$ cat src/rtl/dac_pulse_player.sv
// rtl/dac_pulse_player.sv - pulse playback from waveform RAM with Q1.15 gain into the DAC sample stream
//
// Purpose: accepts pulse commands (start address, length, gain) over a
// valid/ready handshake, reads packed I/Q envelope samples from a
// synchronous-read waveform RAM, scales each lane by a signed Q1.15 gain with
// saturation and emits one sample per clock with no backpressure.
//
// Ports:
//   clk, rst                    sole clock; asynchronous active-high reset
//   cmd_valid/cmd_ready         command handshake (ready only in IDLE)
//   cmd_addr/cmd_len/cmd_gain   first RAM address, sample count, Q1.15 gain
//   abort                       drops the current pulse, effective next cycle
//   mem_en/mem_addr/mem_rdata   RAM read port, data valid 1 cycle after mem_en
//   iq_sample/valid_iq          scaled {I,Q}; zero whenever valid_iq is low
//   busy                        first RAM read through last sample out
//   pulse_done                  strobe on the final valid_iq of a pulse
module dac_pulse_player #(
  parameter int ADDR_W = 10,
  parameter int LEN_W  = 12
) (
  input  logic              clk,
  input  logic              rst,
  input  logic              cmd_valid,
  output logic              cmd_ready,
  input  logic [ADDR_W-1:0] cmd_addr,
  input  logic [LEN_W-1:0]  cmd_len,
  input  logic [15:0]       cmd_gain,
  input  logic              abort,
  output logic              mem_en,
  output logic [ADDR_W-1:0] mem_addr,
  input  logic [31:0]       mem_rdata,
  output logic [31:0]       iq_sample,
  output logic              valid_iq,
  output logic              busy,
  output logic              pulse_done
);

  typedef enum logic [1:0] {IDLE, PLAY, DRAIN} state_t;

  state_t            state_q, state_d;
  logic [ADDR_W-1:0] addr_q, addr_d;
  logic [LEN_W-1:0]  len_q, len_d;
  logic [LEN_W-1:0]  cnt_q, cnt_d;
  logic [15:0]       gain_q, gain_d;
  logic              drain_q, drain_d;     // set during the second DRAIN cycle
  logic              rd_vld_q, rd_vld_d;   // RAM data on mem_rdata this cycle
  logic              rd_last_q, rd_last_d; // that data is the final sample
  logic              out_vld_q, out_vld_d;
  logic              done_q, done_d;
  logic [31:0]       out_q, out_d;

  logic accept;
  logic play_last;

  // r = (x*g) >>> 15, clamped to 16-bit signed. Only -1.0 * -1.0 can overflow.
  function automatic logic [15:0] scale_sat(input logic [15:0] x, input logic [15:0] g);
    logic signed [31:0] xe, ge, p, r;
    xe = {{16{x[15]}}, x};
    ge = {{16{g[15]}}, g};
    p  = xe * ge;
    r  = p >>> 15;
    if (r > 32'sd32767)       scale_sat = 16'h7FFF;
    else if (r < -32'sd32768) scale_sat = 16'h8000;
    else                      scale_sat = r[15:0];
  endfunction

  assign cmd_ready  = (state_q == IDLE) && !rst;
  assign mem_en     = (state_q == PLAY);
  assign mem_addr   = mem_en ? (addr_q + ADDR_W'(cnt_q)) : '0;
  assign busy       = (state_q != IDLE);
  assign iq_sample  = out_q;
  assign valid_iq   = out_vld_q;
  assign pulse_done = done_q;

  always_comb begin
    state_d   = state_q;
    addr_d    = addr_q;
    len_d     = len_q;
    cnt_d     = cnt_q;
    gain_d    = gain_q;
    drain_d   = drain_q;

    // Abort beats a concurrent handshake: the command is simply not taken.
    accept    = cmd_valid && (state_q == IDLE) && !abort;
    play_last = (state_q == PLAY) && (cnt_q == len_q - LEN_W'(1));

    case (state_q)
      IDLE: begin
        if (accept) begin
          addr_d = cmd_addr;
          len_d  = cmd_len;
          gain_d = cmd_gain;
          cnt_d  = '0;
          if (cmd_len != '0) state_d = PLAY;
        end
      end
      PLAY: begin
        cnt_d = cnt_q + LEN_W'(1);
        if (play_last) begin
          state_d = DRAIN;
          drain_d = 1'b0;
        end
      end
      DRAIN: begin
        drain_d = !drain_q;
        if (drain_q) state_d = IDLE;
      end
      default: state_d = IDLE;
    endcase

    // Stage 1 tracks the RAM read in flight; stage 2 scales into the output.
    rd_vld_d  = mem_en;
    rd_last_d = play_last;
    out_vld_d = rd_vld_q;
    out_d     = rd_vld_q ? {scale_sat(mem_rdata[31:16], gain_q),
                            scale_sat(mem_rdata[15:0], gain_q)} : 32'h0;
    // A zero-length pulse completes immediately with no samples.
    done_d    = (rd_vld_q && rd_last_q) || (accept && (cmd_len == '0));

    if (abort) begin
      state_d   = IDLE;
      drain_d   = 1'b0;
      rd_vld_d  = 1'b0;
      rd_last_d = 1'b0;
      out_vld_d = 1'b0;
      out_d     = 32'h0;
      done_d    = 1'b0;
    end
  end

  always_ff @(posedge clk or posedge rst) begin
    if (rst) begin
      state_q   <= IDLE;
      addr_q    <= '0;
      len_q     <= '0;
      cnt_q     <= '0;
      gain_q    <= '0;
      drain_q   <= 1'b0;
      rd_vld_q  <= 1'b0;
      rd_last_q <= 1'b0;
      out_vld_q <= 1'b0;
      done_q    <= 1'b0;
      out_q     <= '0;
    end else begin
      state_q   <= state_d;
      addr_q    <= addr_d;
      len_q     <= len_d;
      cnt_q     <= cnt_d;
      gain_q    <= gain_d;
      drain_q   <= drain_d;
      rd_vld_q  <= rd_vld_d;
      rd_last_q <= rd_last_d;
      out_vld_q <= out_vld_d;
      done_q    <= done_d;
      out_q     <= out_d;
    end
  end

endmodule
$ cat config.mk
export PLATFORM = sky130hd
export DESIGN_NAME = dac_pulse_player
export DESIGN_NICKNAME = d
export VERILOG_FILES = /design/src/rtl/dac_pulse_player.sv
export SDC_FILE = /design/constraint.sdc
export NUM_CORES = 2
export LEC_CHECK = 0
export BUFFER_PORTS_ARGS = -buffer_cell sky130_fd_sc_hd__buf_2
export CORE_UTILIZATION = 30
export DETAILED_ROUTE_END_ITERATION = 8
export PLACE_DENSITY_LB_ADDON = 0.12
export RECOVER_POWER = 25
export SKIP_LAST_GASP = 1
export SYNTH_ARGS = -nofsm -noshare
export SYNTH_HDL_FRONTEND = slang
export SYNTH_SLANG_ARGS = --single-unit
$ cat constraint.sdc
create_clock -name clk -period 9.3 [get_ports clk]
set_clock_uncertainty 0.15 [all_clocks]
set_input_delay 1.86 -clock clk [delete_from_list [all_inputs] [get_ports clk]]
set_output_delay 1.86 -clock clk [all_outputs]
set_load 0.005 [all_outputs]
==> impl_metrics.yaml <==
synthesis:
  post_synth_num_cell_types: 74
  postSynthCellCount: 2545
  synth-main-ff-cell: "sky130_fd_sc_hd__dfrtp_1"
  synth-seq-area-share: 0.0949
  yosys.area.top_type: "sky130_fd_sc_hd__fa_1"
  ys.warnings.count: 0
  synth_area_per_cell_um2: 9.22
  synthTopCellsByArea: "sky130_fd_sc_hd__fa_1, sky130_fd_sc_hd__dfrtp_1, sky130_fd_sc_hd__inv_1"
  post-synth-top-area-fraction: 0.446
  async_reset_ff_frac: 1.00
  synth.net_count: 3311
  ys_top_cells_by_count: "sky130_fd_sc_hd__inv_1, sky130_fd_sc_hd__fa_1, sky130_fd_sc_hd__nand2_1"
  post_synth_edffs: 0
  synth_seq_cells: 89
  syn_area_um2: 23500
  most_frequently_used_cell_type_in_the_post_synthesis_netlist: "sky130_fd_sc_hd__inv_1"
floorplan:
  floorplan.core_area_um2: 77500
  floorplan.initialDensity: 0.303
  design.die.area_um2: 79300
  dieWidth_um: 282
  number_of_top_level_design_ports: 121
  die_h_um: 282
  num_rows: 102
critical_path:
  r2r_slack_ns: 1.15
  critPathKind: "input port to register"
  crit_path_start: "mem_rdata[15]"
  setup.worst_path.end: "iq_sample[9]$_DFF_PP0_"
  worst_ep_required_time_ns: 9.48
  worst_ep_arrival_time_ns: 8.83
  path_max_fanout: 16
  worst_setup_path_start_kind: "input port"
  reg2reg_depth: 21
  reg2reg_from: "gain_q[2]$_DFFE_PP0P_"
  critical_path_end_type: "register"
  regToRegEndpoint: "iq_sample[9]$_DFF_PP0_"
clock_tree:
  tritoncts: "done"
  post-cts-setup-buffer-count: 0
  cts_repair_resize_count: 0
  clkLatencyLatePin_ns: 0.40
  cts_buffer_depth: 2
  ctsHoldBuffers: 0
  numCtsBuffers: 9
  clock_sink_count: 89
  clkTransAtPathRegs_ns: 0.08
  cts-root-buf: "sky130_fd_sc_hd__clkbuf_16"
  htreeDepth: 3
run_status:
  violations: "DRC, capacitance limit, slew limit"
  status: "complete, but fails checks"
finish:
  layout-drive-gt1-share: 0.0674
  layout-area-overhead-vs-synth_pct: 8.30
  n_fill_cell: 8196
  finalNetCount: 3358
timing:
  worstMarginPinSlew_ns: 1.91
  timing.fmax_mhz: 116
  post-route-period-util: 0.930
  layout_min_cycle_time_ns: 8.65
  grt_setup_unrepaired: "false"
  final.setup.worst_slack_ns: 0.655
  worst_hold_slack_ns: 0.330
  timing.max_slew.rel_slack: -0.281
  setup_tns_ns: 0
  finalSetupViolations: 0
  finalHoldViolCount: 0
  finalMaxSlewViolations: 70
place:
  finalWeightedCongestion: 0.828
  dp_hpwl_um: 50800
  placement.setup.worst_slack_ns: 0.211
  buffer_ports.inserted: 120
grt:
  grt_start_max_net_pins: 53
  grt.total_usage: 0.169
  antenna_found_initial: 5
  vias_in_the_first_global_route: 18900
  globalRoute.totalOverflow: 0
  grt_first_pass_wirelength_um: 103000
route:
  ant_nets: 0
  average_wire_per_cell_in_the_routed_design_um: 17.1
  route.vias.total: 16700
  first_pass_iters: 7
  route.detailed.drc: 2
  wl_um: 62200
  viasPerCell: 4.58
  drt_iter0_markers: 858
job:
  cap_violations: 2
hold_path:
  hold_depth: 2
  worstHoldPathType: "register to register"
  worst_hold_startpoint: "gain_q[5]$_DFFE_PP0P_"
through the flow:
stage	std cells	cell area, um^2	utilization
after floorplan	2545	23500	-
after global placement	3621	25100	0.324
after detailed placement	3621	25100	0.324
after CTS	3637	25400	0.328
after global routing	3638	25400	0.328
final	3639	25400	0.328
area by class of cell:
class,count,area (um^2),share of cell area
multi-input cells,1771,18600,0.733
flip-flops and latches,89,2230,0.0877
inverters,579,2170,0.0856
well taps,1040,1300,0.0512
repair buffers,142,756,0.0297
clock buffers,10,239,0.00941
clock inverters,6,75.1,0.00295
diodes,2,5.00,0.000197
worst max-delay path, cell delays in order:
cell	delay, ns
sky130_fd_sc_hd__buf_2	0.29
sky130_fd_sc_hd__nand2_1	0.16
sky130_fd_sc_hd__inv_1	0.13
sky130_fd_sc_hd__fa_1	0.56
sky130_fd_sc_hd__fa_1	0.94
sky130_fd_sc_hd__fa_1	0.54
sky130_fd_sc_hd__fa_1	0.52
sky130_fd_sc_hd__fa_1	0.49
sky130_fd_sc_hd__inv_1	0.05
sky130_fd_sc_hd__fa_1	0.48
sky130_fd_sc_hd__inv_1	0.04
sky130_fd_sc_hd__ha_1	0.36
sky130_fd_sc_hd__a21oi_1	0.30
sky130_fd_sc_hd__o211ai_1	0.14
sky130_fd_sc_hd__a31oi_1	0.25
sky130_fd_sc_hd__o21ai_1	0.23
sky130_fd_sc_hd__a21oi_1	0.30
sky130_fd_sc_hd__o21ai_0	0.18
sky130_fd_sc_hd__xnor2_2	0.27
sky130_fd_sc_hd__nor3_4	0.54
sky130_fd_sc_hd__a31o_1	0.17
worst min path at each step:
stage | endpoint | slack (ns)
2_1_floorplan | pulse_done$_DFF_PP0_ | 0.28
3_3_place_gp | gain_q[5]$_DFFE_PP0P_ | 0.31
3_5_place_dp | state_q[0]$_DFFE_PP0P_ | 0.31
4_1_cts | state_q[0]$_DFFE_PP0P_ | 0.33
5_1_grt | state_q[0]$_DFFE_PP0P_ | 0.37
6_report | gain_q[5]$_DFFE_PP0P_ | 0.33
cells by family (layout without fill, tap and decap cells):
family,count (synthesis),in the layout,synth area share
simple gates,775,775,0.160
compound gates,219,219,0.0643
mux,5,5,0.00267
flops,89,89,0.0949
fa+ha+maj,692,692,0.536
other cells,0,2,0
xor+xnor,80,80,0.0302
buf+inv,685,737,0.111
registers in the layout, summed over array words and instances, names as in the netlist:
name,flops
gain_q,16
rd_vld_q,1
state_q,2
rd_last_q,1
iq_sample,32
drain_q,1
cnt_q,12
addr_q,10
pulse_done,1
valid_iq,1
len_q,12
layout by cell type, fill, tap and decap left out, drive strengths merged, types with 4 or more instances in the layout:
master / instances
a21o: 49
and2: 247
a211oi: 8
o21bai: 7
buf: 138
a21oi: 58
o211ai: 8
nand4: 11
clkbuf: 14
ha: 169
nor3: 9
mux2i: 4
o21ai: 57
nand2: 377
nor2: 63
xor2: 29
nand3: 17
fa: 523
or3: 4
xnor2: 51
and4: 4
nand2b: 12
nor4: 4
dfrtp: 89
nor2b: 4
inv: 579
and3: 11
o21a: 4
routing by layer:
layer / global-route usage / share of wire / routed length [um]
met5: 0 / 0.00026 / 16
met1: 0.229 / 0.45 / 28200
met4: 0.0426 / 0.019 / 1170
met3: 0.0153 / 0.032 / 1970
met2: 0.291 / 0.50 / 30800
Power is left out: the tool's default activity adds up to more than one toggle a clock period on the data nets, which glitch-free logic cannot reach.
